===== src/rtl/tree_sim_pkg.sv =====
// Shared definitions for the tree-traversal scheduler blocks.
//
// Holds the result-word layout (RES_W wide, leaf ID in the upper ID_W bits
// starting at LEAF_ID_LSB), the tree node width, and the collector state enum.
//
// No ports: this is a package.
package tree_sim_pkg;

  localparam int RES_W       = 42;
  localparam int LEAF_ID_LSB = 32;
  localparam int ID_W        = 10;
  localparam int NODE_W      = 222;

  typedef enum logic [1:0] {
    IDLE,
    COLLECT,
    DONE
  } leaf_arb_state_t;

endpackage


===== src/rtl/leaf_result_arbiter_if.sv =====
// Leaf-result source bus: per-source valid/ready handshake plus a packed
// vector of result words (source i occupies [i*RES_W +: RES_W]).
//
// Ports (signals):
//   src_valid  NUM_SRC        source has a result word to offer
//   src_data   NUM_SRC*RES_W  result words, held stable until granted
//   src_ready  NUM_SRC        one-hot grant from the arbiter
// Modports:
//   master  the leaf-producing PEs (drive valid/data, see ready)
//   slave   the arbiter (sees valid/data, drives ready)
interface leaf_result_arbiter_if #(
  parameter int NUM_SRC = 3,
  parameter int RES_W   = 42
);

  logic [NUM_SRC-1:0]       src_valid;
  logic [NUM_SRC*RES_W-1:0] src_data;
  logic [NUM_SRC-1:0]       src_ready;

  modport master (output src_valid, output src_data, input src_ready);
  modport slave  (input src_valid, input src_data, output src_ready);

endinterface


===== src/rtl/leaf_result_arbiter_rr_arbiter.sv =====
// Purely combinational round-robin arbiter (module rr_arbiter).
//
// The request vector is rotated so that position ptr lands at index 0, the
// lowest set bit is picked, and the pick is rotated back. The requester at
// ptr therefore has the highest priority, then ptr+1, ... wrapping N-1 -> 0.
//
// Ports:
//   req  in  N      request vector
//   ptr  in  PTR_W  highest-priority requester (must be < N)
//   gnt  out N      one-hot grant, zero when no request is set
module rr_arbiter #(
  parameter int N     = 3,
  parameter int PTR_W = (N > 1) ? $clog2(N) : 1
) (
  input  logic [N-1:0]     req,
  input  logic [PTR_W-1:0] ptr,
  output logic [N-1:0]     gnt
);

  logic [N-1:0]     req_rot;
  logic [N-1:0]     pick_rot;
  logic [PTR_W-1:0] pos;
  logic             found;

  always_comb begin
    req_rot  = '0;
    pick_rot = '0;
    gnt      = '0;
    pos      = '0;
    found    = 1'b0;
    for (int k = 0; k < N; k++) begin
      pos        = PTR_W'((int'(ptr) + k) % N);
      req_rot[k] = req[pos];
    end
    for (int k = 0; k < N; k++) begin
      if (req_rot[k] && !found) begin
        pick_rot[k] = 1'b1;
        found       = 1'b1;
      end
    end
    for (int k = 0; k < N; k++) begin
      pos      = PTR_W'((int'(ptr) + k) % N);
      gnt[pos] = pick_rot[k];
    end
  end

endmodule


===== src/rtl/leaf_result_arbiter.sv =====
// Leaf result collector for the tree-traversal scheduler.
//
// Round-robin arbitrates finished leaf words from the leaf-producing PEs,
// writes each into a leaf-indexed store, tracks occupancy and a unique-leaf
// count, flags duplicate / out-of-range IDs, and reports when the expected
// number of leaves for one run has been collected.
//
// Ports:
//   clk, reset        clock, synchronous active-high reset
//   start             pulse: arm collection, samples expected_leaves
//   clear             pulse: wipe occupancy, count and errors (wins over start)
//   expected_leaves   leaves expected in the current tree
//   src               leaf_result_arbiter_if.slave source bus
//   rd_addr/rd_data   host read port, 1-cycle registered latency
//   leaf_count        accepted unique leaves (saturates at DEPTH)
//   busy / done       collecting / run complete
//   err_dup/err_range sticky error flags
// Optional (macro LEAF_ARB_STATS_EN):
//   src_accept_cnt    per-source 8-bit saturating accepted-transfer counters
//   stall_cycles      16-bit saturating count of COLLECT cycles with a
//                     valid-but-not-ready source
module leaf_result_arbiter
  import tree_sim_pkg::*;
#(
  parameter int NUM_SRC = 3,
  parameter int DEPTH   = 32,
  parameter int ADDR_W  = 5
) (
  input  logic                 clk,
  input  logic                 reset,
  input  logic                 start,
  input  logic                 clear,
  input  logic [ADDR_W:0]      expected_leaves,
  leaf_result_arbiter_if.slave src,
  input  logic [ADDR_W-1:0]    rd_addr,
  output logic [RES_W-1:0]     rd_data,
  output logic [ADDR_W:0]      leaf_count,
  output logic                 busy,
  output logic                 done,
  output logic                 err_dup,
  output logic                 err_range
`ifdef LEAF_ARB_STATS_EN
  ,
  output logic [NUM_SRC*8-1:0] src_accept_cnt,
  output logic [15:0]          stall_cycles
`endif
);

  localparam int              PTR_W     = (NUM_SRC > 1) ? $clog2(NUM_SRC) : 1;
  localparam logic [ADDR_W:0] COUNT_MAX = (ADDR_W+1)'(DEPTH);
  localparam logic [ADDR_W:0] COUNT_ONE = (ADDR_W+1)'(1);
  localparam logic [ID_W-1:0] ID_LIMIT  = ID_W'(DEPTH);

  leaf_arb_state_t    state;
  logic [PTR_W-1:0]   rr_ptr;
  logic [ADDR_W:0]    exp_q;
  logic [DEPTH-1:0]   occ;
  logic [RES_W-1:0]   store [DEPTH];

  logic [NUM_SRC-1:0] gnt;
  logic [NUM_SRC-1:0] ready;
  logic [NUM_SRC-1:0] sel;
  logic               xfer;
  logic [PTR_W-1:0]   sel_idx;
  logic [RES_W-1:0]   word;
  logic [ID_W-1:0]    id;

  rr_arbiter #(.N(NUM_SRC), .PTR_W(PTR_W)) u_rr (
    .req (src.src_valid),
    .ptr (rr_ptr),
    .gnt (gnt)
  );

  // Grants are only offered while collecting and still short of the target.
  // Once leaf_count hits the target the FSM spends one more cycle in COLLECT
  // before DONE; holding ready low there keeps surplus words with their
  // sources instead of silently swallowing them.
  always_comb begin
    ready   = '0;
    sel_idx = '0;
    word    = '0;
    if (state == COLLECT && !clear && leaf_count != exp_q) begin
      ready = gnt;
    end
    sel  = src.src_valid & ready;
    xfer = |sel;
    for (int i = 0; i < NUM_SRC; i++) begin
      if (sel[i]) begin
        sel_idx = PTR_W'(i);
        word    = src.src_data[i*RES_W +: RES_W];
      end
    end
    id = word[RES_W-1:LEAF_ID_LSB];
  end

  assign src.src_ready = ready;
  assign busy          = (state == COLLECT);
  assign done          = (state == DONE);

  // Main FSM, store, occupancy bitmap and flags. clear outranks everything
  // but reset; the store survives clear and simply goes stale.
  always_ff @(posedge clk) begin
    if (reset) begin
      state      <= IDLE;
      rr_ptr     <= '0;
      exp_q      <= '0;
      occ        <= '0;
      leaf_count <= '0;
      err_dup    <= 1'b0;
      err_range  <= 1'b0;
      rd_data    <= '0;
      for (int i = 0; i < DEPTH; i++) begin
        store[i] <= '0;
      end
    end else begin
      rd_data <= store[rd_addr];
      if (clear) begin
        state      <= IDLE;
        occ        <= '0;
        leaf_count <= '0;
        err_dup    <= 1'b0;
        err_range  <= 1'b0;
      end else begin
        case (state)
          IDLE: begin
            if (start) begin
              exp_q <= expected_leaves;
              state <= (expected_leaves == '0) ? DONE : COLLECT;
            end
          end
          COLLECT: begin
            if (leaf_count == exp_q) begin
              state <= DONE;
            end
            if (xfer) begin
              rr_ptr <= (sel_idx == PTR_W'(NUM_SRC-1)) ? '0 : sel_idx + PTR_W'(1);
              // An all-zero word means "no result": consumed, nothing recorded.
              if (word != '0) begin
                if (id >= ID_LIMIT) begin
                  err_range <= 1'b1;
                end else if (occ[id[ADDR_W-1:0]]) begin
                  err_dup <= 1'b1;
                end else begin
                  store[id[ADDR_W-1:0]] <= word;
                  occ[id[ADDR_W-1:0]]   <= 1'b1;
                  if (leaf_count != COUNT_MAX) begin
                    leaf_count <= leaf_count + COUNT_ONE;
                  end
                end
              end
            end
          end
          DONE: begin
          end
          default: state <= IDLE;
        endcase
      end
    end
  end

`ifdef LEAF_ARB_STATS_EN
  logic [7:0] acc_cnt [NUM_SRC];

  // Every accepted transfer counts, including discarded zero/dup/range words.
  always_ff @(posedge clk) begin
    if (reset || clear) begin
      stall_cycles <= '0;
      for (int i = 0; i < NUM_SRC; i++) begin
        acc_cnt[i] <= '0;
      end
    end else begin
      if (xfer && acc_cnt[sel_idx] != 8'hFF) begin
        acc_cnt[sel_idx] <= acc_cnt[sel_idx] + 8'd1;
      end
      if (state == COLLECT && |(src.src_valid & ~ready) && stall_cycles != 16'hFFFF) begin
        stall_cycles <= stall_cycles + 16'd1;
      end
    end
  end

  for (genvar g = 0; g < NUM_SRC; g++) begin : g_acc
    assign src_accept_cnt[g*8 +: 8] = acc_cnt[g];
  end
`endif

endmodule

===== src/flat_wrapper.sv =====
// flat-port wrapper written by rule: the top's interface ports become plain ports
module leaf_result_arbiter_flat import tree_sim_pkg::*;
#(
  parameter int NUM_SRC = 3,
  parameter int DEPTH   = 32,
  parameter int ADDR_W  = 5
)
  (clk, reset, start, clear, expected_leaves, rd_addr, rd_data, leaf_count, busy, done, err_dup, err_range, src_src_valid, src_src_data, src_src_ready);
  leaf_result_arbiter_if #(.NUM_SRC(NUM_SRC)) src_i ();
  input  logic clk;
  input  logic reset;
  input  logic start;
  input  logic clear;
  input  logic [ADDR_W:0] expected_leaves;
  input  logic [ADDR_W-1:0] rd_addr;
  output logic [RES_W-1:0] rd_data;
  output logic [ADDR_W:0] leaf_count;
  output logic busy;
  output logic done;
  output logic err_dup;
  output logic err_range;
  input wire logic [$bits(src_i.src_valid)-1:0] src_src_valid;
  input wire logic [$bits(src_i.src_data)-1:0] src_src_data;
  output wire logic [$bits(src_i.src_ready)-1:0] src_src_ready;
  assign src_i.src_valid = src_src_valid;
  assign src_i.src_data = src_src_data;
  assign src_src_ready = src_i.src_ready;
  leaf_result_arbiter #(.NUM_SRC(NUM_SRC), .DEPTH(DEPTH), .ADDR_W(ADDR_W)) u_core (.clk(clk), .reset(reset), .start(start), .clear(clear), .expected_leaves(expected_leaves), .src(src_i), .rd_addr(rd_addr), .rd_data(rd_data), .leaf_count(leaf_count), .busy(busy), .done(done), .err_dup(err_dup), .err_range(err_range));
endmodule

===== config.mk =====
export PLATFORM = sky130hd
export DESIGN_NAME = leaf_result_arbiter_flat
export DESIGN_NICKNAME = d
export VERILOG_FILES = /design/src/rtl/tree_sim_pkg.sv /design/src/rtl/leaf_result_arbiter_if.sv /design/src/rtl/leaf_result_arbiter_rr_arbiter.sv /design/src/rtl/leaf_result_arbiter.sv /design/src/flat_wrapper.sv
export SDC_FILE = /design/constraint.sdc
export NUM_CORES = 2
export LEC_CHECK = 0
export CELL_PAD_IN_SITES_DETAIL_PLACEMENT = 0
export CELL_PAD_IN_SITES_GLOBAL_PLACEMENT = 2
export CORE_MARGIN = 2
export CORE_UTILIZATION = 35
export DETAILED_ROUTE_END_ITERATION = 10
export PLACE_DENSITY = 0.68
export SLEW_MARGIN = 5
export SYNTH_ARGS = -nofsm -noshare
export SYNTH_HDL_FRONTEND = slang
export SYNTH_SLANG_ARGS = --single-unit

===== constraint.sdc =====
create_clock -name clk -period 18.6 [get_ports clk]
set_input_delay 2.79 -clock clk [delete_from_list [all_inputs] [get_ports clk]]
set_output_delay 2.79 -clock clk [all_outputs]
set_load 0.005 [all_outputs]

== Word-level counts from Yosys, hierarchy flattened ==
Memories as Yosys holds them, arrays and structs flattened. A register that Yosys moved wholly into a read port is not among the register bits.
Cells that the tools add are included.

* Add/sub/neg operators: 4
* Multiply operators: 0
* Div/mod/pow operators: 3
* $lt $le $gt $ge: 9
* Equal/unequal tests: 8
* Shift operators: 0
* Muxes and demuxes: 46
* Bitwise operators: 7
* Reductions and logical operators: 24

{| class="wikitable"
|+ Operator list
! kind !! number
|-
| 42-bit 2-to-1 mux || 4
|-
| 32-bit by 3-bit modulo with 32-bit output, second input constant || 2
|-
| 42-bit nonzero test || 1
|-
| 42-bit OR reduction || 1
|-
| 3-bit by 3-bit modulo with 32-bit output, second input constant || 1
|-
| 32-bit OR || 1
|-
| 1-bit 2-to-1 mux || 24
|-
| 10-bit by 6-bit greater-or-equal comparator with 1-bit output, second input constant || 1
|-
| 2-bit 2-to-1 mux || 5
|-
| 5-bit AND reduction || 2
|-
| 2-bit by 3-bit < comparator with 1-bit output, second input constant || 3
|-
| 3-bit AND reduction || 3
|-
| 1-bit logical AND || 8
|-
| 6-bit by 1-bit adder with 6-bit output, second input constant || 1
|-
| 3-bit bitwise AND || 2
|-
| 1-bit binary-select mux with 2-bit select || 3
|-
| 3-bit bitwise mux || 2
|-
| 1-bit demux with 2-bit select || 3
|-
| 6-bit == test || 1
|-
| 2-bit by 1-bit greater-or-equal comparator with 1-bit output, second input constant || 3
|-
| 6-bit zero test || 1
|-
| 5-bit by 6-bit < comparator with 1-bit output, second input constant || 1
|-
| 6-bit != test || 1
|-
| 6-bit != test, second input constant || 1
|-
| other kinds (20) || 26
|}

* Flip-flop bits (word level): 50
* Latch bits: 0
* Memory bits (writable): 1344
* ROM bits: 0
* Output and inout bits: 55
* Memories kept: 1

{| class="wikitable"
|+ Memory list
! name !! depth !! width !! rd ports !! clocked after memory_dff !! write ports !! RTL line !! text
|-
| u_core.store || 32 || 42 || 1 || 1 || 32 || leaf_result_arbiter.sv:58 || <nowiki>logic [RES_W-1:0] store [DEPTH];</nowiki>
|}

== Depth between registers and ports, before layout ==
* Word-level depth: 28
* Mapped depth: 20

== Cells and area by module ==
A second synthesis with hierarchy kept.

* Cells, all modules: 3872
* Area total of the unflattened synthesis: 61146.1 µm²

{| class="wikitable"
|+ Modules (own cells, without submodules)
! module !! times used !! cells an instance !! area each (µm²) !! sequential area each (µm²)
|-
| leaf_result_arbiter || 1 || 3838 || 60889.6 || 42200.5
|-
| rr_arbiter || 1 || 34 || 256.5 || 0.0
|}

== Worst setup path before layout ==
OpenSTA, ideal clock, no wires.

* Path kind: input to register
* Start point: input port src_src_valid[1]
* End point: memory u_core.store[28][0] (enable)
* Setup time: 0.406 ns
* Arrival time: 7.562 ns
* Data required time: 18.194 ns
* Setup slack: 10.632 ns
* Stages on the path: 16
* Path buffers: 5
* Cells stage by stage: buf_2 mux2_2 a311oi_2 o211ai_1 and4_1 clkbuf_1 a2111oi_0 buf_2 buf_2 mux2i_1 o32ai_1 nor3_1 nor4b_4 buf_2 nand3_1 nand2b_1

{| class="wikitable"
|+ RTL lines
! element !! RTL line !! text
|-
| start: declaration || flat_wrapper.sv:22 || <nowiki>input wire logic [$bits(src_i.src_valid)-1:0] src_src_valid;</nowiki>
|-
| end: declaration || leaf_result_arbiter.sv:58 ||
|}

==> metrics.md <==
| Metric | Value |
|---|---|
| Portion of total power attributed to combinational logic | `6.7%` |
| Max-slew violations | `0` |
| CP Data Arrival Time | `9.86 ns` |
| Worst relative slew slack | `6.32%` |
| Type of the most critical hold path | `flip-flop to flip-flop` |
| Number of inserted filler cells in the final layout | `15,500` |
| Detailed router's first-iteration violation count | `4,742` |
| Unrepaired setup endpoints after global routing | `false` |
| DRT antenna net count | `0` |
| Most used cell, CP | `sky130_fd_sc_hd__buf_4` |
| Critical path peak fanout | `42` |
| Cell depth of the worst flop-to-flop path | `15` |
| Reg-to-reg critical path startpoint | `u_core.rr_ptr[0]` |
| Clock share of power | `42.6%` |
| Status | `completed` |
| Required time reported for the critical path endpoint | `18.94 ns` |
| Number of storage elements in the synthesis netlist | `1,436` |
| Setup violators final | `0` |
| All-Layer GR Usage | `22.5%` |
| Post-CTS Setup Bufs | `0` |
| YS warnings | `0` |
| Share of cells above drive strength 1 | `19.5%` |
| Clk_skew | `0.0329 ns` |
| CTS Hold Bufs | `0` |
| Library cell with the highest instance count after synthesis | `sky130_fd_sc_hd__edfxtp_1` |
| Avg Cell Area, Syn | `15.9 µm²` |
| Sequential group share of total power | `50.7%` |
| Start point of the critical path | `src_src_valid[1]` |
| DPL Wire Length | `101,000 µm` |
| Number of buffers added by the clock tree synthesis step | `159` |
| Synthesized instance count | `3,791` |
| Final weighted congestion of routability-driven global placement | `0.740` |
| Cell taking the most area after synthesis | `sky130_fd_sc_hd__edfxtp_1` |
| Vias in the first global route | `35,500` |
| Antenna violations before repair | `7` |
| Core Footprint | `172,000 µm²` |
| Int Pwr | `5.68 mW` |
| Switching Fraction | `22.2%` |
| Crit path buffers/inverters | `4` |
| Wire length of the first global-routing pass | `274,000 µm` |
| # clock sinks | `1,436` |
| Worst r2r dst | `u_core.store[0][38]` |
| Number of endpoints with negative hold slack in the final report | `0` |
| Number of unique standard cell types used by synthesis | `65` |
| Final net count | `4,305` |
| Die X-Extent | `419 µm` |
| 1st-pass router iterations | `9` |
| Switching pwr | `1.62 mW` |
| Leading register cell type out of synthesis | `sky130_fd_sc_hd__edfxtp_1` |
| Maximum number of pins on one net before global-route repair | `103` |
| Standard cell with the maximum stage delay on the critical path | `sky130_fd_sc_hd__nor4_1` |
| Die Y | `419 µm` |
| Maximum number of buffers from clock root to sink | `3` |
| Mean number of vias per cell | `5.31` |
| Crit path largest cell delay | `1.21 ns` |
| Max-cap violations | `0` |
| Worst VDD drop | `0.0000782 V` |
| Ordered cell list for the critical path | `clkdlybuf4s50_1 -> mux2i_1 -> o211a_1 -> a22oi_1 -> nor2_4 -> buf_4 -> a222oi_1 -> buf_4 -> and4b_1 -> nand4_1 -> nor4_1 -> nand4b_1 -> buf_4 -> nand2b_4` |
| WP depth | `14` |
| Proportion of synthesized flip-flops having asynchronous set or reset | `0%` |
| Via count | `35,000` |
| Area Growth Syn to Fin | `17.8%` |
| Top cells by area in the synthesized netlist | `sky130_fd_sc_hd__edfxtp_1 67%, sky130_fd_sc_hd__mux4_2 16%, sky130_fd_sc_hd__nor2_1 6.8%, sky130_fd_sc_hd__dfxtp_1 3.0%, sky130_fd_sc_hd__clkbuf_1 1.2%` |
| Reg2Reg Setup Slack | `10.96 ns` |
| Gate family responsible for the most delay along the worst path | `simple AND/OR/NAND/NOR gates` |
| Die area | `176,000 µm²` |
| Routed WL | `196,000 µm` |
| Fmax | `105 MHz` |
| TNS Setup | `0 ns` |
| Global route overflow | `0` |
| # IOs | `199` |
| Synth top cells by count | `1,344 x sky130_fd_sc_hd__edfxtp_1, 1,102 x sky130_fd_sc_hd__nor2_1, 420 x sky130_fd_sc_hd__mux4_2, 201 x sky130_fd_sc_hd__clkbuf_1, 98 x sky130_fd_sc_hd__buf_2` |
| Detailed-route wire length per cell | `29.8 µm` |
| Insertion delay to the later sink of the worst-skew pair | `0.80 ns` |
| Transition time at the pin with the least slew margin | `1.39 ns` |
| Number of gates resized after CTS | `0` |
| Sort of element at the start of the critical path | `input port` |
| Placed Area | `66,100 µm²` |
| Clock tree from TritonCTS | `done` |
| Initial Util | `35.2%` |
| Power per cell area | `103 nW/µm²` |
| Buffers on Ports | `198` |
| Standard-cell row count | `152` |
| Final std cell area, no fill | `71,100 µm²` |
| Final period demand of the worst path | `9.52 ns` |
| Portion of synthesized cell area occupied by the leading cell type | `66.8%` |
| Reg clk slew, reported paths | `0.06 ns` |
| Critical path class | `input port to flip-flop` |
| Fraction of the yosys area taken by sequential cells | `69.8%` |
| Crit path capture type | `flip-flop` |
| Total number of H-tree levels | `4` |
| Share of the clock period used by the worst path after layout | `51.2%` |
| Cell chosen for the clock root | `sky130_fd_sc_hd__clkbuf_16` |
| Worst setup endpoint | `u_core.store[0][38]` |
| Remaining routing DRC violations | `0` |
| Leakage power of the design | `24.5 nW` |
| Area of the mapped netlist | `60,400 µm²` |
| Number of enable flip-flop cells after synthesis | `1,344` |
## kinds of logic after synthesis
family / share of synthesized area [%]
compound gates: 1.26
xor+xnor: 0.0870
fa+ha+maj: 0.124
buf+inv: 2.94
flops: 69.8
mux: 16.8
other cells: 0.00621
simple gates: 8.89
## layout make-up
class / instances / area (µm²) / share of cell area, %
clock buffer: 210 / 4380 / 6.16
timing repair buffer: 304 / 2810 / 3.95
antenna: 2 / 5.00 / 0.00703
inverter: 95 / 357 / 0.501
tap: 2310 / 2890 / 4.06
sequential: 1436 / 42200 / 59.3
multi-input combinational: 2159 / 17800 / 25.0
clock inverter: 83 / 701 / 0.985
## cell usage in the layout (no fill, tap or decap), types with 4 or more instances in the layout
master,count
sky130_fd_sc_hd__clkdlybuf4s50_1,192
sky130_fd_sc_hd__clkinvlp_4,5
sky130_fd_sc_hd__inv_1,95
sky130_fd_sc_hd__clkbuf_1,38
sky130_fd_sc_hd__nand3_2,31
sky130_fd_sc_hd__edfxtp_1,1344
sky130_fd_sc_hd__conb_1,240
sky130_fd_sc_hd__nand4_1,4
sky130_fd_sc_hd__bufinv_16,11
sky130_fd_sc_hd__o32ai_1,5
sky130_fd_sc_hd__mux4_2,420
sky130_fd_sc_hd__ha_1,6
sky130_fd_sc_hd__o22ai_1,4
sky130_fd_sc_hd__nor4bb_1,4
sky130_fd_sc_hd__a222oi_1,29
sky130_fd_sc_hd__clkinv_2,27
sky130_fd_sc_hd__nor2b_1,4
sky130_fd_sc_hd__dfxtp_1,92
sky130_fd_sc_hd__and2_1,5
sky130_fd_sc_hd__o211ai_1,4
sky130_fd_sc_hd__clkbuf_8,7
sky130_fd_sc_hd__nand2b_1,7
sky130_fd_sc_hd__xor2_1,6
sky130_fd_sc_hd__clkbuf_16,166
sky130_fd_sc_hd__nand2_1,81
sky130_fd_sc_hd__nand3_1,7
sky130_fd_sc_hd__nor2_1,1099
sky130_fd_sc_hd__nand2b_4,32
sky130_fd_sc_hd__a22o_1,5
sky130_fd_sc_hd__nor3_1,10
sky130_fd_sc_hd__or4_1,8
sky130_fd_sc_hd__mux2i_1,69
sky130_fd_sc_hd__buf_4,106
sky130_fd_sc_hd__clkinv_1,35
sky130_fd_sc_hd__a21oi_1,9
sky130_fd_sc_hd__and4_1,5
## routing by layer
metal,share of wire (%),up-vias,GRT usage [%]
met5,0,-,0
met4,2.1,0,5.15
met3,7.2,223,3.55
met2,49,1507,36.8
met1,42,18600,31.5
li1,-,14700,-
## flip-flops by register name, summed over array words and instances (netlist names)
register,cells
u_core.rd_data,42
u_core.state,2
u_core.rr_ptr,2
u_core.leaf_count,6
u_core.store,1344
u_core.err_range,1
u_core.exp_q,6
u_core.occ,32
u_core.err_dup,1
## worst min-delay path, delay by kind of cell (launching register included)
kind	cells	cell delay (ns)
DFF	1	0.31
and+or+nand+nor	2	0.09
## power groups by stage
| stage | combinational (mW) | sequential, mW | clock (mW) |
|---|---|---|---|
| 2_1_floorplan | 0.275 | 3.76 | 0 |
| 3_3_place_gp | 0.496 | 3.76 | 0 |
| 3_5_place_dp | 0.497 | 3.77 | 0 |
| 4_1_cts | 0.498 | 3.70 | 3.16 |
| 5_1_grt | 0.515 | 3.71 | 3.28 |
| 6_report | 0.488 | 3.70 | 3.11 |
## worst min-delay path by stage
stage	from	endpoint	slack, ns	depth (start not counted)
after floorplan	u_core.occ[0]	u_core.occ[0]	0.42	2
after global placement	u_core.occ[12]	u_core.occ[12]	0.43	2
after detailed placement	u_core.occ[6]	u_core.occ[6]	0.43	2
after CTS	u_core.occ[6]	u_core.occ[6]	0.44	2
after global routing	u_core.occ[7]	u_core.occ[7]	0.45	2
final	u_core.occ[4]	u_core.occ[4]	0.44	2
## per-stage QoR
| step | setup WS [ns] | hold WS (ns) | utilization, % | total power, mW | std cells |
|---|---|---|---|---|---|
| floorplan | 10.63 | 0.422 | - | 4.03 | 4030 |
| global placement | 8.57 | 0.432 | 38.5 | 4.26 | 6304 |
| detailed placement | 8.45 | 0.433 | 38.5 | 4.27 | 6304 |
| CTS | 9.29 | 0.443 | 41.5 | 7.36 | 6597 |
| global route | 9.00 | 0.454 | 41.5 | 7.50 | 6598 |
| finish | 9.08 | 0.442 | 41.5 | 7.30 | 6599 |
No activity file was read; power rests on OpenSTA's default activity.
